**config.mk**
```make
export PLATFORM = sky130hd
export DESIGN_NAME = cache_mem_arbiter
export DESIGN_NICKNAME = d
export VERILOG_FILES = /design/src/rtl/caches_pkg.sv /design/src/rtl/arb_fair_counter.sv /design/src/rtl/cache_mem_arbiter.sv
export SDC_FILE = /design/constraint.sdc
export NUM_CORES = 1
export LEC_CHECK = 0
export ABC_AREA = 1
export BUFFER_PORTS_ARGS = -buffer_cell sky130_fd_sc_hd__buf_4
export CAP_MARGIN = 20
export CORE_AREA = 2 2 103 105
export DETAILED_ROUTE_END_ITERATION = 8
export DIE_AREA = 0 0 105 107
export HOLD_SLACK_MARGIN = 0.02
export PLACE_DENSITY = 0.58
export SYNTH_ARGS = -nofsm -noshare
export SYNTH_HDL_FRONTEND = slang
export SYNTH_SLANG_ARGS = --single-unit
```
**constraint.sdc**
```tcl
create_clock -name CLK -period 3.02 [get_ports CLK]
set_input_delay 0.604 -clock CLK [delete_from_list [all_inputs] [get_ports CLK]]
set_output_delay 0.604 -clock CLK [all_outputs]
set_load 0.01 [all_outputs]
```
**src/rtl/caches_pkg.sv**
```systemverilog
// Shared types for the cache memory-side blocks.
//   ramstate_t  : RAM controller status (FREE, BUSY, ACCESS, ERROR)
//   arb_state_t : arbiter FSM states (IDLE, DGRANT, IGRANT)
//   word_t      : one memory word
package caches_pkg;

   localparam int unsigned WordW = 32;

   typedef logic [WordW-1:0] word_t;

   typedef enum logic [1:0] {
      RamFree   = 2'd0,
      RamBusy   = 2'd1,
      RamAccess = 2'd2,
      RamError  = 2'd3
   } ramstate_t;

   typedef enum logic [1:0] {
      StIdle   = 2'd0,
      StDGrant = 2'd1,
      StIGrant = 2'd2
   } arb_state_t;

endpackage

```
**src/rtl/arb_fair_counter.sv**
```systemverilog
// Saturating counter used to track consecutive dcache grants taken while the
// icache is waiting.
//   clk_i, rst_i : clock, asynchronous active-high reset
//   inc_i        : count up by one (ignored once saturated)
//   clr_i        : clear to zero, wins over inc_i
//   sat_o        : counter has reached Max
module arb_fair_counter #(
   parameter int unsigned Max  = 4,
   parameter int unsigned CntW = $clog2(Max + 1)
) (
   input  logic clk_i,
   input  logic rst_i,
   input  logic inc_i,
   input  logic clr_i,
   output logic sat_o
);

   logic [CntW-1:0] cnt_q, cnt_d;

   assign sat_o = (cnt_q == CntW'(Max));

   always_comb begin
      cnt_d = cnt_q;
      if (clr_i) begin
         cnt_d = '0;
      end else if (inc_i && !sat_o) begin
         cnt_d = cnt_q + CntW'(1);
      end
   end

   always_ff @(posedge clk_i or posedge rst_i) begin
      if (rst_i) begin
         cnt_q <= '0;
      end else begin
         cnt_q <= cnt_d;
      end
   end

endmodule

```
**src/rtl/cache_mem_arbiter.sv**
```systemverilog
// Arbiter sharing the single RAM port between the icache and the dcache.
// A dcache grant is held for a whole BLK_WORDS block; an icache grant lasts
// one beat. A fairness counter forces an icache grant after STARVE_MAX
// consecutive dcache grants taken while iREN was pending.
//   CLK, RST                 : clock, asynchronous active-high reset
//   iREN, iaddr              : icache read request / word address
//   iwait, iload             : icache handshake (low for the completing beat) / data
//   dREN, dWEN, daddr, dstore: dcache request, address, write data
//   dwait, dload             : dcache handshake / data
//   ramREN, ramWEN, ramaddr, ramstore : RAM request side
//   ramload, ramstate        : RAM read data and status
//   mem_err                  : sticky RAM error flag
module cache_mem_arbiter
   import caches_pkg::*;
#(
   parameter int unsigned BLK_WORDS  = 2,
   parameter int unsigned STARVE_MAX = 4,
   parameter int unsigned ADDR_W     = 32
) (
   input  logic              CLK,
   input  logic              RST,
   input  logic              iREN,
   input  logic [ADDR_W-1:0] iaddr,
   output logic              iwait,
   output logic [ADDR_W-1:0] iload,
   input  logic              dREN,
   input  logic              dWEN,
   input  logic [ADDR_W-1:0] daddr,
   input  logic [ADDR_W-1:0] dstore,
   output logic              dwait,
   output logic [ADDR_W-1:0] dload,
   output logic              ramREN,
   output logic              ramWEN,
   output logic [ADDR_W-1:0] ramaddr,
   output logic [ADDR_W-1:0] ramstore,
   input  logic [ADDR_W-1:0] ramload,
   input  logic [1:0]        ramstate,
   output logic              mem_err
);

   localparam int unsigned BeatW = $clog2(BLK_WORDS) + 1;

   arb_state_t       state_q, state_d;
   logic [BeatW-1:0] beat_q, beat_d;
   logic             mem_err_q, mem_err_d;

   ramstate_t ram_st;
   logic      dreq;
   logic      grant_d, grant_i;
   logic      d_done, i_done;
   logic      err_now;
   logic      starve_inc, starve_clr, starve_sat;

   assign ram_st = ramstate_t'(ramstate);
   assign dreq   = dREN | dWEN;

   arb_fair_counter #(
      .Max (STARVE_MAX)
   ) u_starve_cnt (
      .clk_i (CLK),
      .rst_i (RST),
      .inc_i (starve_inc),
      .clr_i (starve_clr),
      .sat_o (starve_sat)
   );

   // Next state, arbitration and beat accounting.
   always_comb begin
      state_d    = state_q;
      beat_d     = beat_q;
      grant_d    = 1'b0;
      grant_i    = 1'b0;
      d_done     = 1'b0;
      i_done     = 1'b0;
      starve_inc = 1'b0;
      starve_clr = 1'b0;
      unique case (state_q)
         StIdle: begin
            if (dreq && !starve_sat) begin
               grant_d = 1'b1;
            end else if (iREN) begin
               grant_i = 1'b1;
            end else if (dreq) begin
               grant_d = 1'b1;
            end
            if (grant_d) begin
               state_d    = StDGrant;
               beat_d     = '0;
               starve_inc = iREN;
            end
            if (grant_i) begin
               state_d = StIGrant;
            end
            starve_clr = grant_i | ~iREN;
         end
         StDGrant: begin
            if (!dreq) begin
               state_d = StIdle;
               beat_d  = '0;
            end else if (ram_st == RamAccess) begin
               d_done = 1'b1;
               if (beat_q + BeatW'(1) == BeatW'(BLK_WORDS)) begin
                  state_d = StIdle;
                  beat_d  = '0;
               end else begin
                  beat_d = beat_q + BeatW'(1);
               end
            end
         end
         StIGrant: begin
            if (!iREN) begin
               state_d = StIdle;
            end else if (ram_st == RamAccess) begin
               i_done  = 1'b1;
               state_d = StIdle;
            end
         end
         default: state_d = StIdle;
      endcase
   end

   // ERROR only counts while someone owns the port; it never completes a beat.
   assign err_now   = (state_q != StIdle) && (ram_st == RamError);
   assign mem_err_d = mem_err_q | err_now;

   // Request/response mux; forced to reset values while RST is held.
   always_comb begin
      iwait    = 1'b1;
      dwait    = 1'b1;
      iload    = '0;
      dload    = '0;
      ramREN   = 1'b0;
      ramWEN   = 1'b0;
      ramaddr  = '0;
      ramstore = '0;
      mem_err  = 1'b0;
      if (!RST) begin
         iwait   = ~i_done;
         dwait   = ~d_done;
         iload   = ramload;
         dload   = ramload;
         mem_err = mem_err_d;
         if ((state_q == StDGrant) || grant_d) begin
            ramREN   = dREN;
            ramWEN   = dWEN;
            ramaddr  = daddr;
            ramstore = dstore;
         end else if ((state_q == StIGrant) || grant_i) begin
            ramREN  = iREN;
            ramaddr = iaddr;
         end
      end
   end

   always_ff @(posedge CLK or posedge RST) begin
      if (RST) begin
         state_q   <= StIdle;
         beat_q    <= '0;
         mem_err_q <= 1'b0;
      end else begin
         state_q   <= state_d;
         beat_q    <= beat_d;
         mem_err_q <= mem_err_d;
      end
   end

endmodule

```
### Word level (Yosys, flattened, before mapping)

Cells that the tools add are included.
W data, S select, Z words.

* input port bits: 135
* bits in registers: 8

* equal/unequal tests: 11
* bitwise gates (word level): 6
* reductions and logical operators: 12
* $add $sub $neg: 2
* mux-type cells: 46

Operators with widths (number)
* $mux W32: 6
* $mux W1: 25
* $mux W2: 11
* $ne A3 B3 Y1 const B: 4
* $eq A2 B2 Y1 const B: 4
* $mux W3: 2
* $pmux W2 S3: 1
* $reduce_bool A2 Y1: 3
* $pmux W2 S2: 1
* $reduce_and A4 Y1: 1
* $add A3 B1 Y3 const B: 1
* $eq A3 B3 Y1 const B: 1
* $logic_and A1 B1 Y1: 3
* $not A1 Y1: 3
* $or A1 B1 Y1: 3
* $reduce_and A3 Y1: 1
* $add A2 B1 Y2 const B: 1
* $eq A2 B1 Y1 const B: 1
* $logic_not A2 Y1: 1
* $logic_or A1 B1 Y1: 2
* $ne A2 B2 Y1 const B: 1
* $logic_not A1 Y1: 1

### Longest topological paths before layout

Gate-level depths: netlist (run 1).

* word-level depth: 10
* depth in mapped cells: 9

### Hierarchy

Synthesis (run 1) repeated with hierarchy kept, for this count alone.

* cells, all modules: 428
* area, all modules: 2343.5 um^2

By module, submodules not included
* cache_mem_arbiter: sequential area each 125.1 um^2, cells each 402, instances 1, area an instance 2154.6 um^2
* arb_fair_counter: sequential area each 75.1 um^2, cells each 26, instances 1, area an instance 188.9 um^2

### Worst setup path before layout (run 1)

No wires, ideal clock.

* path type: input to output
* start point: input port dWEN
* end point: output port ramaddr[10]
* arrival: 1.368 ns
* slack: 1.048 ns
* stages on the path: 6
* cell sequence: o21ai_1 -> nand3_2 -> nand2_2 -> buf_4 -> nand2_1 -> a21oi_1

* longest elaborated chain between the ends: 9

RTL lines
* from (decl): RTL line cache_mem_arbiter.sv:27 `input logic dWEN,`
* $or A1 B1 Y1 (*): RTL line cache_mem_arbiter.sv:55 `assign dreq = dREN | dWEN;`
* $mux W1 / $logic_and A1 B1 Y1 (equally long branches): RTL line cache_mem_arbiter.sv:83, cache_mem_arbiter.sv:79
* $mux W1 (on tied branches): RTL line cache_mem_arbiter.sv:81, cache_mem_arbiter.sv:79
* $mux W1 (on tied branches): RTL line cache_mem_arbiter.sv:79, cache_mem_arbiter.sv:77
* $mux W1: RTL line cache_mem_arbiter.sv:77 `unique case (state_q)`
* $mux W1 / $logic_or A1 B1 Y1 (equally long branches): RTL line cache_mem_arbiter.sv:77, cache_mem_arbiter.sv:148
* $logic_or A1 B1 Y1 / $mux W32 (equally long branches): RTL line cache_mem_arbiter.sv:143, cache_mem_arbiter.sv:148
* $mux W32 (*): RTL line cache_mem_arbiter.sv:143 `if ((state_q == StDGrant) || grant_d) begin`
* $mux W32 (*): RTL line cache_mem_arbiter.sv:137 `if (!RST) begin`
* to (decl): RTL line cache_mem_arbiter.sv:34 `output logic [ADDR_W-1:0] ramaddr,`

Mark *: on every way between the ends. The rest lies on a longest branch, timed or not. The select of a mux whose other input is x is not followed.

### Worst setup path after layout (run 1)

* start point: register u_starve_cnt.cnt_q[0]
* end point: output port ramstore[7]

* longest elaborated chain between the ends: 9

RTL lines
* from (decl): RTL line arb_fair_counter.sv:18 `logic [CntW-1:0] cnt_q, cnt_d;`
* from (signal assigned): RTL line arb_fair_counter.sv:35 `cnt_q <= cnt_d;`
* $eq A3 B3 Y1: RTL line arb_fair_counter.sv:20 `assign sat_o = (cnt_q == CntW'(Max));`
* $logic_not A1 Y1: RTL line cache_mem_arbiter.sv:79 `if (dreq && !starve_sat) begin`
* $logic_and A1 B1 Y1: RTL line cache_mem_arbiter.sv:79
* $mux W1: RTL line cache_mem_arbiter.sv:79
* $mux W1 (2 in series): RTL line cache_mem_arbiter.sv:77
* $logic_or A1 B1 Y1: RTL line cache_mem_arbiter.sv:143
* $mux W32: RTL line cache_mem_arbiter.sv:143
* $mux W32: RTL line cache_mem_arbiter.sv:137
* to (decl): RTL line cache_mem_arbiter.sv:35 `output logic [ADDR_W-1:0] ramstore,`

No other way between the ends. The select of a mux whose other input is x is not followed.

==> results of run 1 <==
==> kinds of logic after synthesis <==
family                   Yosys count
AO/OA/AOI/OAI                     41
XOR/XNOR                           1
adder cells (fa/ha/maj)            2
buffers and inverters            126
flip-flops                         8
AND/OR/NAND/NOR                  160
==> layer usage <==
| layer | global-route usage, % | up-vias | routed length, µm |
|---|---|---|---|
| li1 | - | 1396 | - |
| met1 | 15.6 | 1164 | 3290 |
| met2 | 24.9 | 127 | 4380 |
| met3 | 3.34 | 9 | 660 |
| met4 | 2.29 | 0 | 76 |
| met5 | 0 | - | 0 |
==> power by group through the flow <==
| stage | sequential (mW) | clock [mW] | combinational [mW] |
|---|---|---|---|
| 2_1_floorplan | 0.162 | 0 | 0.890 |
| 3_3_place_gp | 0.163 | 0 | 1.35 |
| 3_5_place_dp | 0.165 | 0 | 1.37 |
| 4_1_cts | 0.164 | 0.133 | 1.38 |
| 5_1_grt | 0.168 | 0.141 | 1.49 |
| 6_report | 0.164 | 0.130 | 1.35 |
==> metrics by stage <==
stage,worst slack (ns),hold slack [ns]
global route,0.164,0.481
floorplan,1.05,0.422
finish,0.384,0.456
global placement,0.433,0.437
CTS,0.343,0.459
detailed placement,0.428,0.449
==> state kept, by name, indices dropped and copies added (netlist names) <==
name and count:
mem_err_q 1, beat_q 2, u_starve_cnt.cnt_q 3, state_q 2
==> synthesized netlist by cell type <==
master                      n
sky130_fd_sc_hd__nand2_8    1
sky130_fd_sc_hd__nor2_4     1
sky130_fd_sc_hd__nand2_1   56
sky130_fd_sc_hd__buf_1      4
sky130_fd_sc_hd__and2_1     1
sky130_fd_sc_hd__buf_8      2
sky130_fd_sc_hd__ha_1       2
sky130_fd_sc_hd__o31ai_1    1
sky130_fd_sc_hd__nand2_4    1
sky130_fd_sc_hd__clkbuf_1   2
sky130_fd_sc_hd__buf_4     35
sky130_fd_sc_hd__inv_1     77
sky130_fd_sc_hd__nand3_2    1
sky130_fd_sc_hd__buf_2      1
sky130_fd_sc_hd__inv_2      1
sky130_fd_sc_hd__o21ai_1    1
sky130_fd_sc_hd__a21oi_2   19
sky130_fd_sc_hd__buf_6      4
sky130_fd_sc_hd__nand3_4    1
sky130_fd_sc_hd__o21ai_0    5
sky130_fd_sc_hd__a21oi_1   15
sky130_fd_sc_hd__nor2_1    40
sky130_fd_sc_hd__xnor2_1    1
sky130_fd_sc_hd__nand2_2   20
sky130_fd_sc_hd__nand3_1    7
sky130_fd_sc_hd__nand3b_1   1
sky130_fd_sc_hd__nor2_2    30
sky130_fd_sc_hd__dfrtp_1    8
==> critical path, stage by stage (launching register included) <==
cell and delay (ns):
sky130_fd_sc_hd__dfrtp_1 0.34, sky130_fd_sc_hd__inv_1 0.07, sky130_fd_sc_hd__ha_1 0.20, sky130_fd_sc_hd__nand3_1 0.13, sky130_fd_sc_hd__nand3_4 0.11, sky130_fd_sc_hd__nand2_8 0.26, sky130_fd_sc_hd__nand2_4 0.35, sky130_fd_sc_hd__nor2_2 0.19
sky130_fd_sc_hd__buf_4 0.14
==> layout make-up <==
class,instances,area (µm²)
flip-flops and latches,8,200
well taps,136,170
fillers,1056,6250
inverters,78,293
multi-input cells,204,1100
repair buffers,271,2030
clock buffers,3,41.3
==> final timing paths <==
kind | slack (ns) | start | cells past startpoint | to
max | 0.38 | u_starve_cnt.cnt_q[0] | 8 | ramstore[7]
min | 0.46 | mem_err_q | 2 | mem_err_q
max reg2reg | 1.51 | u_starve_cnt.cnt_q[0] | 8 | beat_q[0]
min reg2reg | 0.46 | mem_err_q | 2 | mem_err_q
max in group asynchronous | 2.34 | RST | 3 | u_starve_cnt.cnt_q[2]
min in group asynchronous | 0.54 | RST | 3 | state_q[1]
==> impl_results.rst, run 1 <==
.. list-table::
   :header-rows: 1

   * - Metric
     - Value
   * - Synth-to-Final Area Change
     - 95.8%
   * - Max H-tree Level
     - 1
   * - CTS tree
     - done
   * - Sequential cell area fraction in the yosys report
     - 10.2%
   * - Commonest non-fill, non-tap cell in the layout
     - sky130_fd_sc_hd__buf_4
   * - Total Routed Length
     - 8410 µm
   * - Power per unit of standard cell area
     - 429 nW/µm²
   * - Multiplexer area fraction after synthesis
     - 0%
   * - WS Path Type
     - reg -> out
   * - First drt pass iteration count
     - 4
   * - RSZ-0062 raised after global routing
     - false
   * - Maximum clock rate
     - roughly 0.38 GHz
   * - Final setup violating endpoints
     - 0
   * - Crit. End Element
     - primary output
   * - Clock root cell
     - sky130_fd_sc_hd__clkbuf_8
   * - Net Sw Frac
     - 49.5%
   * - Die height
     - 107 µm
   * - Combinational power share
     - 82.2%
   * - Dominant cells by area after synthesis
     - sky130_fd_sc_hd__inv_1 (15%), sky130_fd_sc_hd__buf_4 (13%), sky130_fd_sc_hd__nand2_1 (11%), sky130_fd_sc_hd__dfrtp_1 (10%), sky130_fd_sc_hd__nor2_2 (9.6%)
   * - Power spent charging and discharging nets
     - between 800 and 900 µW
   * - Via count
     - 2,696
   * - Vias per inst
     - 3.85
   * - Tcrit/Tclk final
     - 87.3%
   * - Num Clock Sinks
     - 8
   * - Antenna-violating nets left
     - 0
   * - Post-route cell area
     - 3840 µm²
   * - Number of hold violations in the final report
     - 0
   * - Fraction of layout cells with a size suffix above 1
     - 61.9%
   * - Antenna violations before repair
     - 0
   * - Cell area reported after detailed placement
     - 3800 µm²
   * - Sequential share of power
     - 9.9%
   * - Max Slew Vio Count
     - 0
   * - Floorplan Core Area
     - 10,100 µm²
   * - Fraction of the mapped netlist area in simple logic gates
     - roughly two fifths
   * - Worst skew pair latency
     - 0.23 ns
   * - Post-Synthesis Cell Area
     - 1960 µm²
   * - Horiz. Die Dim
     - between 100 and 150 µm
   * - Part of the power in the clock network
     - 7.9%
   * - Status
     - finished, final reports clean
   * - Final HPWL from detailed placement
     - 7020 µm
   * - Initial Utilization
     - between 10% and 20%
   * - Signal arrival time at the worst endpoint
     - 2.03 ns
   * - Post-detailed-route DRC marker count
     - 0
   * - Nets@finish
     - ~700
   * - Peak supply drop
     - 0.262 mV
   * - Number of setup buffers added after CTS
     - 0
   * - Relative max-transition margin
     - between 60 and 70%
   * - Via count of the first global-routing pass
     - ~2,500
   * - Congestion Overflow GR
     - 0
   * - Post-detailed-route wirelength per cell
     - between 10 and 15 µm
   * - Leakage power summed over all cells
     - 2.28 nW
   * - Max Clock Skew
     - between 0.0015 and 0.002 ns
   * - Xor-xnor portion of the synthesized cell area
     - 0.446%
   * - Register bit count reported by yosys
     - 8
   * - Cell internal power dissipation
     - a little over 800 µW
   * - I/O pin cnt
     - 268
   * - Worst endpoint required time
     - 2.42 ns
   * - Total number of yosys warnings
     - 0
   * - I/O Buffers
     - about 270
   * - Cts repair resizes
     - 0
   * - Number of placement rows
     - 37
   * - Largest net degree at the start of global routing
     - 37
   * - Post-synthesis cell count
     - between 300 and 400
   * - Final Util
     - 38.1%
   * - Transition at the pin with the smallest max-transition slack
     - around 0.51 ns
   * - Drt first-iter violations
     - 116
   * - Antenna diode count
     - 0
   * - Mapped Avg Cell Area
     - 5.81 µm²
   * - Die area
     - between 10,000 and 15,000 µm²
   * - Post-synth cell types
     - 28
   * - Dominant combinational cell family by area after synthesis
     - simple AND/OR/NAND/NOR gates
   * - Clock buffer count from CTS
     - 3
   * - Post-Place Cells
     - between 600 and 700
   * - First-pass GRT wire length
     - around 12,000 µm
   * - Hold-fix buffers, CTS
     - 0
   * - Cell type with the largest total area after synthesis
     - sky130_fd_sc_hd__inv_1
   * - Global router's overall resource usage
     - around an eighth
   * - Setup tns final
     - 0 ns
   * - Register clock-pin slew on the reported worst setup and hold paths
     - 0.04 ns
   * - Startpoint type of the worst setup path
     - flop
   * - Clock period minus worst slack
     - roughly 2.6 ns
   * - Adder-cell share of the synthesized area
     - 1.27%
   * - Critical-path maximum fanout
     - 36
   * - Most used cells in the layout excluding fill and tap cells
     - sky130_fd_sc_hd__buf_4 (271), sky130_fd_sc_hd__inv_1 (77), sky130_fd_sc_hd__nand2_1 (56)
   * - Synth top area share
     - 14.7%
   * - Global placer's final weighted congestion
     - 0.810
   * - Maximum buffer depth of the clock tree
     - 2
   * - Final standard cell count with taps included and fillers excluded
     - 700
   * - Net count after synthesis
     - 475
   * - Area fraction in compound gates after synthesis
     - roughly 14%
   * - Number of maximum-capacitance violations
     - 0
   * - Power after layout
     - between 1.5 and 2 mW
   * - Hold Crit Class
     - reg -> reg
No activity file was read; power rests on OpenSTA's default activity.
==> run 2, diff against run 1 <==
- clock period: 3.02 -> 2.6 ns (I/O delays scaled with it)
==> impl_results.rst, run 2 (synthesis results as in run 1) <==
.. list-table::
   :header-rows: 1

   * - Metric
     - Value
   * - Status
     - finished, final reports clean (unchanged)
   * - Tcrit/Tclk final
     - 93.0%
   * - Delay-heaviest family, CP
     - simple AND/OR/NAND/NOR gates (unchanged)
   * - Setup tns final
     - 0 ns (unchanged)
   * - Final HPWL from detailed placement
     - 7190 µm (was 7020 µm)
   * - Clock root cell
     - sky130_fd_sc_hd__clkbuf_8 (unchanged)
   * - Slack of the worst reg-to-reg path
     - 1.20 ns (was 1.51 ns)
   * - Largest regs
     - u_starve_cnt.cnt_q x3, beat_q x2, state_q x2 (unchanged)
   * - Register ranked first by flip-flop count
     - u_starve_cnt.cnt_q (unchanged)
   * - Worst path cell trace
     - inv_1 > ha_1 > nand3_1 > nand3_4 > nand2_8 > buf_6 > nand2_1 > a21oi_1 > buf_4 (was inv_1 > ha_1 > nand3_1 > nand3_4 > nand2_8 > nand2_4 > nor2_2 > buf_4)
   * - CTS tree
     - done (unchanged)
   * - Relative max-transition margin
     - 75.6% (was 65.8%)
   * - Post-Place Cells
     - 700 (was 697)
   * - Vias per inst
     - 3.86 (was 3.85)
   * - Horiz. Die Dim
     - 105 µm (unchanged)
   * - Number of buffers and inverters on the critical path
     - 3 (was 2)
   * - Maximum clock rate
     - just over 0.4 GHz
   * - Antenna violations before repair
     - 0 (unchanged)
   * - Part of the power in the clock network
     - 7.4% (was 7.9%)
   * - Nets@finish
     - 706 (was 703)
   * - Worst skew pair latency
     - 0.23 ns (about the same)
   * - Post-detailed-route wirelength per cell
     - 12.0 µm (about the same)
   * - Drt first-iter violations
     - 162 (was 116)
   * - RSZ-0062 raised after global routing
     - false (unchanged)
   * - Total Routed Length
     - 8450 µm (was 8410 µm)
   * - Hold-fix buffers, CTS
     - 0 (unchanged)
   * - Crit. End Element
     - primary output (unchanged)
   * - Fraction of layout cells with a size suffix above 1
     - 62.1% (was 61.9%)
   * - Die area
     - 11,200 µm² (unchanged)
   * - Combinational power share
     - 83.0% (was 82.2%)
   * - Peak supply drop
     - 0.288 mV (was 0.262 mV)
   * - Antenna diode count
     - 0 (unchanged)
   * - Largest net degree at the start of global routing
     - 55 (was 37)
   * - Most used cells in the layout excluding fill and tap cells
     - sky130_fd_sc_hd__buf_4 (269), sky130_fd_sc_hd__inv_1 (77), sky130_fd_sc_hd__nand2_1 (56) (was sky130_fd_sc_hd__buf_4 (271), sky130_fd_sc_hd__inv_1 (77), sky130_fd_sc_hd__nand2_1 (56))
   * - Max H-tree Level
     - 1 (unchanged)
   * - Synth-to-Final Area Change
     - 98.8% (was 95.8%)
   * - Via count
     - 2,712 (was 2,696)
   * - Sequential share of power
     - 9.6% (was 9.9%)
   * - I/O pin cnt
     - 268 (unchanged)
   * - Leakage power summed over all cells
     - 2.31 nW (was 2.28 nW)
   * - First drt pass iteration count
     - 5 (was 4)
   * - Final standard cell count with taps included and fillers excluded
     - 703 (was 700)
   * - Die height
     - 107 µm (unchanged)
   * - Commonest non-fill, non-tap cell in the layout
     - sky130_fd_sc_hd__buf_4 (unchanged)
   * - Post-detailed-route DRC marker count
     - 0 (unchanged)
   * - Worst endpoint required time
     - 2.08 ns (was 2.42 ns)
   * - I/O Buffers
     - 267 (unchanged)
   * - Critical-path maximum fanout
     - 19 (was 36)
   * - Number of placement rows
     - 37 (unchanged)
   * - Initial Utilization
     - 19.5% (unchanged)
   * - Antenna-violating nets left
     - 0 (unchanged)
   * - Clock buffer count from CTS
     - 3 (unchanged)
   * - Net Sw Frac
     - 48.5% (was 49.5%)
   * - Cell internal power dissipation
     - 1.02 mW (was 832 µW)
   * - Hold Crit Class
     - in -> async (was reg -> reg)
   * - First-pass GRT wire length
     - 13,100 µm (was 12,400 µm)
   * - Number of maximum-capacitance violations
     - 0 (unchanged)
   * - Maximum buffer depth of the clock tree
     - 2 (unchanged)
   * - Num Clock Sinks
     - 8 (unchanged)
   * - Global router's overall resource usage
     - 14.0% (was 13.4%)
   * - Startpoint type of the worst setup path
     - flop (unchanged)
   * - Crit path max-delay cell type
     - sky130_fd_sc_hd__dfrtp_1 (was sky130_fd_sc_hd__nand2_4)
   * - Congestion Overflow GR
     - 0 (unchanged)
   * - Transition at the pin with the smallest max-transition slack
     - 0.362 ns (was 0.512 ns)
   * - Number of hold violations in the final report
     - 0 (unchanged)
   * - Largest register FFs
     - 3 (unchanged)
   * - WS Path Type
     - reg -> out (unchanged)
   * - Max Slew Vio Count
     - 0 (unchanged)
   * - Global placer's final weighted congestion
     - 0.805 (was 0.810)
   * - Max Clock Skew
     - 0.00194 ns (was 0.00195 ns)
   * - Register clock-pin slew on the reported worst setup and hold paths
     - 0.04 ns (about the same)
   * - Power spent charging and discharging nets
     - 960 µW (was 817 µW)
   * - Clock period minus worst slack
     - 2.42 ns
   * - Final setup violating endpoints
     - 0 (unchanged)
   * - Power per unit of standard cell area
     - 507 nW/µm² (was 429 nW/µm²)
   * - Signal arrival time at the worst endpoint
     - 1.90 ns (was 2.03 ns)
   * - Worst path max stage delay
     - 0.34 ns (was 0.35 ns)
   * - Floorplan Core Area
     - 10,100 µm² (unchanged)
   * - Via count of the first global-routing pass
     - 2,590 (was 2,487)
## run 2: cell count changes in the layout (fill, tap and decap cells not counted)
cell	before	now
sky130_fd_sc_hd__buf_6	0	3
sky130_fd_sc_hd__buf_12	0	2
sky130_fd_sc_hd__buf_4	271	269
## run 2: area by class of cell
cell class | count | area, µm²
Tap cell | 136 | 170
Inverter | 78 | 293
Multi-Input combinational cell | 204 | 1100
Timing Repair Buffer | 274 | 2090
Sequential cell | 8 | 200
Fill cell | 1070 | 6190
Clock buffer | 3 | 41.3
## run 2: worst reg2reg max path, stage by stage (launching register included)
cell and delay (ns):
sky130_fd_sc_hd__dfrtp_1 0.34, sky130_fd_sc_hd__inv_1 0.07, sky130_fd_sc_hd__ha_1 0.22, sky130_fd_sc_hd__nand2_1 0.07, sky130_fd_sc_hd__o21ai_1 0.08, sky130_fd_sc_hd__o21ai_0 0.32
sky130_fd_sc_hd__nand3_1 0.11, sky130_fd_sc_hd__o21ai_0 0.10
## run 2: layer usage
metal	part of all wire (%)	GRT usage, %	vias to the layer above
li1	-	-	1406
met1	40	17.5	1177
met2	52	25.6	125
met3	7.3	2.86	4
met4	0.39	1.43	0
met5	0	0	-
## run 2: metrics by stage
step / cell area [µm²] / total power [mW] / util (%) / hold slack [ns] / setup WS [ns]
final: 3900 / 1.98 / 38.7 / 0.460 / 0.181
after global placement: 3850 / 1.82 / 38.1 / 0.439 / 0.334
after detailed placement: 3850 / 1.84 / 38.1 / 0.453 / 0.302
after CTS: 3890 / 1.99 / 38.6 / 0.463 / 0.0759
after global routing: 3900 / 2.17 / 38.7 / 0.483 / 0.0151
after floorplan: 1960 / 1.22 / - / 0.384 / 0.736
## run 2: final timing paths
| kind | from | cells after the start | end |
|---|---|---|---|
| max in group asynchronous | RST | 3 | u_starve_cnt.cnt_q[2] |
| min in group CLK | mem_err_q | 2 | mem_err_q |
| min | RST | 3 | state_q[0] |
| max reg2reg | u_starve_cnt.cnt_q[0] | 7 | u_starve_cnt.cnt_q[1] |
| max | u_starve_cnt.cnt_q[0] | 9 | ramaddr[31] |
| min reg2reg | mem_err_q | 2 | mem_err_q |
## run 2: power by group through the flow
stage / Combinational (mW) / Sequential [mW] / Clock, mW
2_1_floorplan: 1.03 / 0.188 / 0
3_3_place_gp: 1.63 / 0.190 / 0
3_5_place_dp: 1.65 / 0.192 / 0
4_1_cts: 1.65 / 0.190 / 0.151
5_1_grt: 1.81 / 0.196 / 0.166
6_report: 1.64 / 0.190 / 0.146
## run 2: timing repair
action	CTS	global route
resized for setup	0	3
setup buffers	0	0
endpoints found under the setup margin	0	18
==> run 3, diff against run 2 <==
- PLACE_DENSITY: 0.58 -> not set
==> impl_results.rst, run 3 (synthesis results as in run 1) <==
.. list-table::
   :header-rows: 1

   * - Metric
     - Value
   * - Status
     - finished, final reports clean (unchanged)
   * - Most used cell along the critical path
     - sky130_fd_sc_hd__nand2_1
   * - Antenna violations before repair
     - 0 (unchanged)
   * - Initial Utilization
     - 19.5% (unchanged)
   * - Power after layout
     - 1.98 mW (about the same)
   * - Cts repair resizes
     - 0 (unchanged)
   * - Register clock-pin slew on the reported worst setup and hold paths
     - 0.04 ns (about the same)
   * - Post-route cell area
     - 3900 µm² (about the same)
   * - I/O Buffers
     - 267 (unchanged)
   * - Startpoint type of the worst setup path
     - flop (unchanged)
   * - Post-Place Cells
     - 699 (was 700)
   * - Crit path max-delay cell type
     - sky130_fd_sc_hd__dfrtp_1 (unchanged)
   * - Final worst setup slack
     - 0.262 ns (was 0.181 ns)
   * - Global router's overall resource usage
     - 12.4% (was 14.0%)
   * - Slack of the worst reg-to-reg path
     - 1.07 ns (was 1.20 ns)
   * - Worst endpoint required time
     - 2.08 ns (about the same)
   * - Number of placement rows
     - 37 (unchanged)
   * - Die area
     - 11,200 µm² (unchanged)
   * - First drt pass iteration count
     - 4 (was 5)
   * - Total Routed Length
     - 7810 µm (was 8450 µm)
   * - Via count
     - 2,646 (was 2,712)
   * - Register ranked first by flip-flop count
     - u_starve_cnt.cnt_q (unchanged)
   * - Worst path cell trace
     - inv_1 > ha_1 > nand2_1 > o21ai_1 > nand3_2 > nand2_2 > buf_12 > nand2_1 > a21oi_1 > buf_4 (was inv_1 > ha_1 > nand3_1 > nand3_4 > nand2_8 > buf_6 > nand2_1 > a21oi_1 > buf_4)
   * - Final HPWL from detailed placement
     - 6560 µm (was 7190 µm)
   * - Maximum clock rate
     - 0.428 GHz (was 0.413 GHz)
   * - Number of hold violations in the final report
     - 0 (unchanged)
   * - Worst R2R Path Depth
     - 9 (was 7)
   * - Num Clock Sinks
     - 8 (unchanged)
   * - Metal2 WL
     - 4130 µm (was 4410 µm)
   * - Antenna-violating nets left
     - 0 (unchanged)
   * - Number of setup buffers added after CTS
     - 0 (unchanged)
   * - Worst skew pair latency
     - 0.22 ns (was 0.23 ns)
   * - Global placer's final weighted congestion
     - 0.771 (was 0.805)
   * - Met3 layer wire length in the routed design
     - 490 µm (was 614 µm)
   * - Drt first-iter violations
     - 137 (was 162)
   * - Hold-fix buffers, CTS
     - 0 (unchanged)
   * - Max H-tree Level
     - 1 (unchanged)
   * - Number of maximum-capacitance violations
     - 0 (unchanged)
   * - Nets@finish
     - 705 (was 706)
   * - Largest regs
     - u_starve_cnt.cnt_q x3, beat_q x2, state_q x2 (unchanged)
   * - Final setup violating endpoints
     - 0 (unchanged)
   * - Synth-to-Final Area Change
     - 98.5% (was 98.8%)
   * - Fraction of layout cells with a size suffix above 1
     - 62.0% (was 62.1%)
   * - Cell area reported after detailed placement
     - 3850 µm² (about the same)
   * - Max Clock Skew
     - 0.00600 ns (was 0.00194 ns)
   * - Worst path max stage delay
     - 0.37 ns (was 0.34 ns)
   * - Vias per inst
     - 3.77 (was 3.86)
   * - Hold Crit Class
     - in -> async (unchanged)
   * - Final Util
     - 38.6% (was 38.7%)
   * - Peak supply drop
     - 0.365 mV (was 0.288 mV)
   * - Worst flop-to-flop path startpoint
     - u_starve_cnt.cnt_q[0] (unchanged)
   * - Most used cells in the layout excluding fill and tap cells
     - sky130_fd_sc_hd__buf_4 (270), sky130_fd_sc_hd__inv_1 (77), sky130_fd_sc_hd__nand2_1 (56) (was sky130_fd_sc_hd__buf_4 (269), sky130_fd_sc_hd__inv_1 (77), sky130_fd_sc_hd__nand2_1 (56))
   * - Maximum buffer depth of the clock tree
     - 2 (unchanged)
   * - Signal arrival time at the worst endpoint
     - 1.82 ns (was 1.90 ns)
   * - Relative max-transition margin
     - 69.3% (was 75.6%)
   * - Pre-CTS setup slack
     - 0.465 ns (was 0.302 ns)
   * - Largest register FFs
     - 3 (unchanged)
   * - First-pass GRT wire length
     - 11,700 µm (was 13,100 µm)
   * - Clock period minus worst slack
     - 2.34 ns (was 2.42 ns)
   * - Largest net degree at the start of global routing
     - 35 (was 55)
   * - Floorplan Core Area
     - 10,100 µm² (unchanged)
   * - Clock buffer count from CTS
     - 3 (unchanged)
   * - Final standard cell count with taps included and fillers excluded
     - 702 (was 703)
   * - Wl on met1
     - 3180 µm (was 3400 µm)
   * - Transition at the pin with the smallest max-transition slack
     - 0.461 ns (was 0.362 ns)
   * - Via count of the first global-routing pass
     - 2,528 (was 2,590)
   * - Post-detailed-route DRC marker count
     - 0 (unchanged)
   * - Setup tns final
     - 0 ns (unchanged)
   * - Clock root cell
     - sky130_fd_sc_hd__clkbuf_8 (unchanged)
   * - WS Path Type
     - reg -> out (unchanged)
   * - Crit. End Element
     - primary output (unchanged)
   * - Congestion Overflow GR
     - 0 (unchanged)
   * - Hold Worst Slack
     - 0.409 ns (was 0.460 ns)
   * - Antenna diode count
     - 0 (unchanged)
   * - Tcrit/Tclk final
     - 89.9% (was 93.0%)
   * - Post-detailed-route wirelength per cell
     - 11.1 µm (was 12.0 µm)
   * - Leakage power summed over all cells
     - 2.30 nW (was 2.31 nW)
   * - Max Slew Vio Count
     - 0 (unchanged)
   * - Commonest non-fill, non-tap cell in the layout
     - sky130_fd_sc_hd__buf_4 (unchanged)
   * - End of the worst register-to-register path
     - beat_q[0] (was u_starve_cnt.cnt_q[1])
   * - I/O pin cnt
     - 268 (unchanged)
   * - CTS tree
     - done (unchanged)
   * - Die height
     - 107 µm (unchanged)
   * - Power per unit of standard cell area
     - 508 nW/µm² (was 507 nW/µm²)
   * - Critical-path maximum fanout
     - 32 (was 19)
   * - Top layer reached by signal wires
     - met3 (was met4)
   * - RSZ-0062 raised after global routing
     - false (unchanged)
   * - Horiz. Die Dim
     - 105 µm (unchanged)
-- run 3: cell count changes in the layout (fill, tap and decap cells not counted) --
cell,change
sky130_fd_sc_hd__buf_12,+1
sky130_fd_sc_hd__buf_4,+1
sky130_fd_sc_hd__buf_6,-3
-- run 3: where the power goes --
part,switching [mW],internal (mW),leakage [nW]
clock network,0.0445,0.0999,0.0216
registers,0.0261,0.164,0.0994
logic,0.879,0.767,2.18
-- run 3: worst max-delay path: cells and delay by family, from the launching register on --
family                   cells  cell delay [ns]
flip-flops                   1             0.37
adder cells (fa/ha/maj)      1             0.18
AND/OR/NAND/NOR              4             0.33
AO/OA/AOI/OAI                2             0.26
buffers and inverters        3             0.43
-- run 3: area by class of cell --
| type | instances | area [µm²] |
|---|---|---|
| Sequential cell | 8 | 200 |
| Clock buffer | 3 | 41.3 |
| Timing Repair Buffer | 273 | 2090 |
| Multi-Input combinational cell | 204 | 1100 |
| Fill cell | 1062 | 6200 |
| Tap cell | 136 | 170 |
| Inverter | 78 | 293 |
-- run 3: worst max-delay path by stage --
| stage | startpoint | endpoint | slack [ns] | cells after the start |
|---|---|---|---|---|
| 5_1_grt | u_starve_cnt.cnt_q[0] | ramaddr[11] | 0.04 | 10 |
| 2_1_floorplan | u_starve_cnt.cnt_q[0] | ramaddr[10] | 0.74 | 9 |
| 3_5_place_dp | dWEN | ramaddr[11] | 0.47 | 8 |
| 4_1_cts | u_starve_cnt.cnt_q[0] | ramaddr[11] | 0.23 | 10 |
| 3_3_place_gp | iREN | ramaddr[3] | 0.46 | 8 |
| 6_report | u_starve_cnt.cnt_q[0] | ramaddr[11] | 0.26 | 10 |
-- run 3: routing by layer --
metal / global-route usage, % / vias to the layer above
met4: 0.857 / 0
met5: 0 / -
met3: 2.01 / 0
met2: 23.6 / 104
met1: 15.2 / 1143
li1: - / 1399
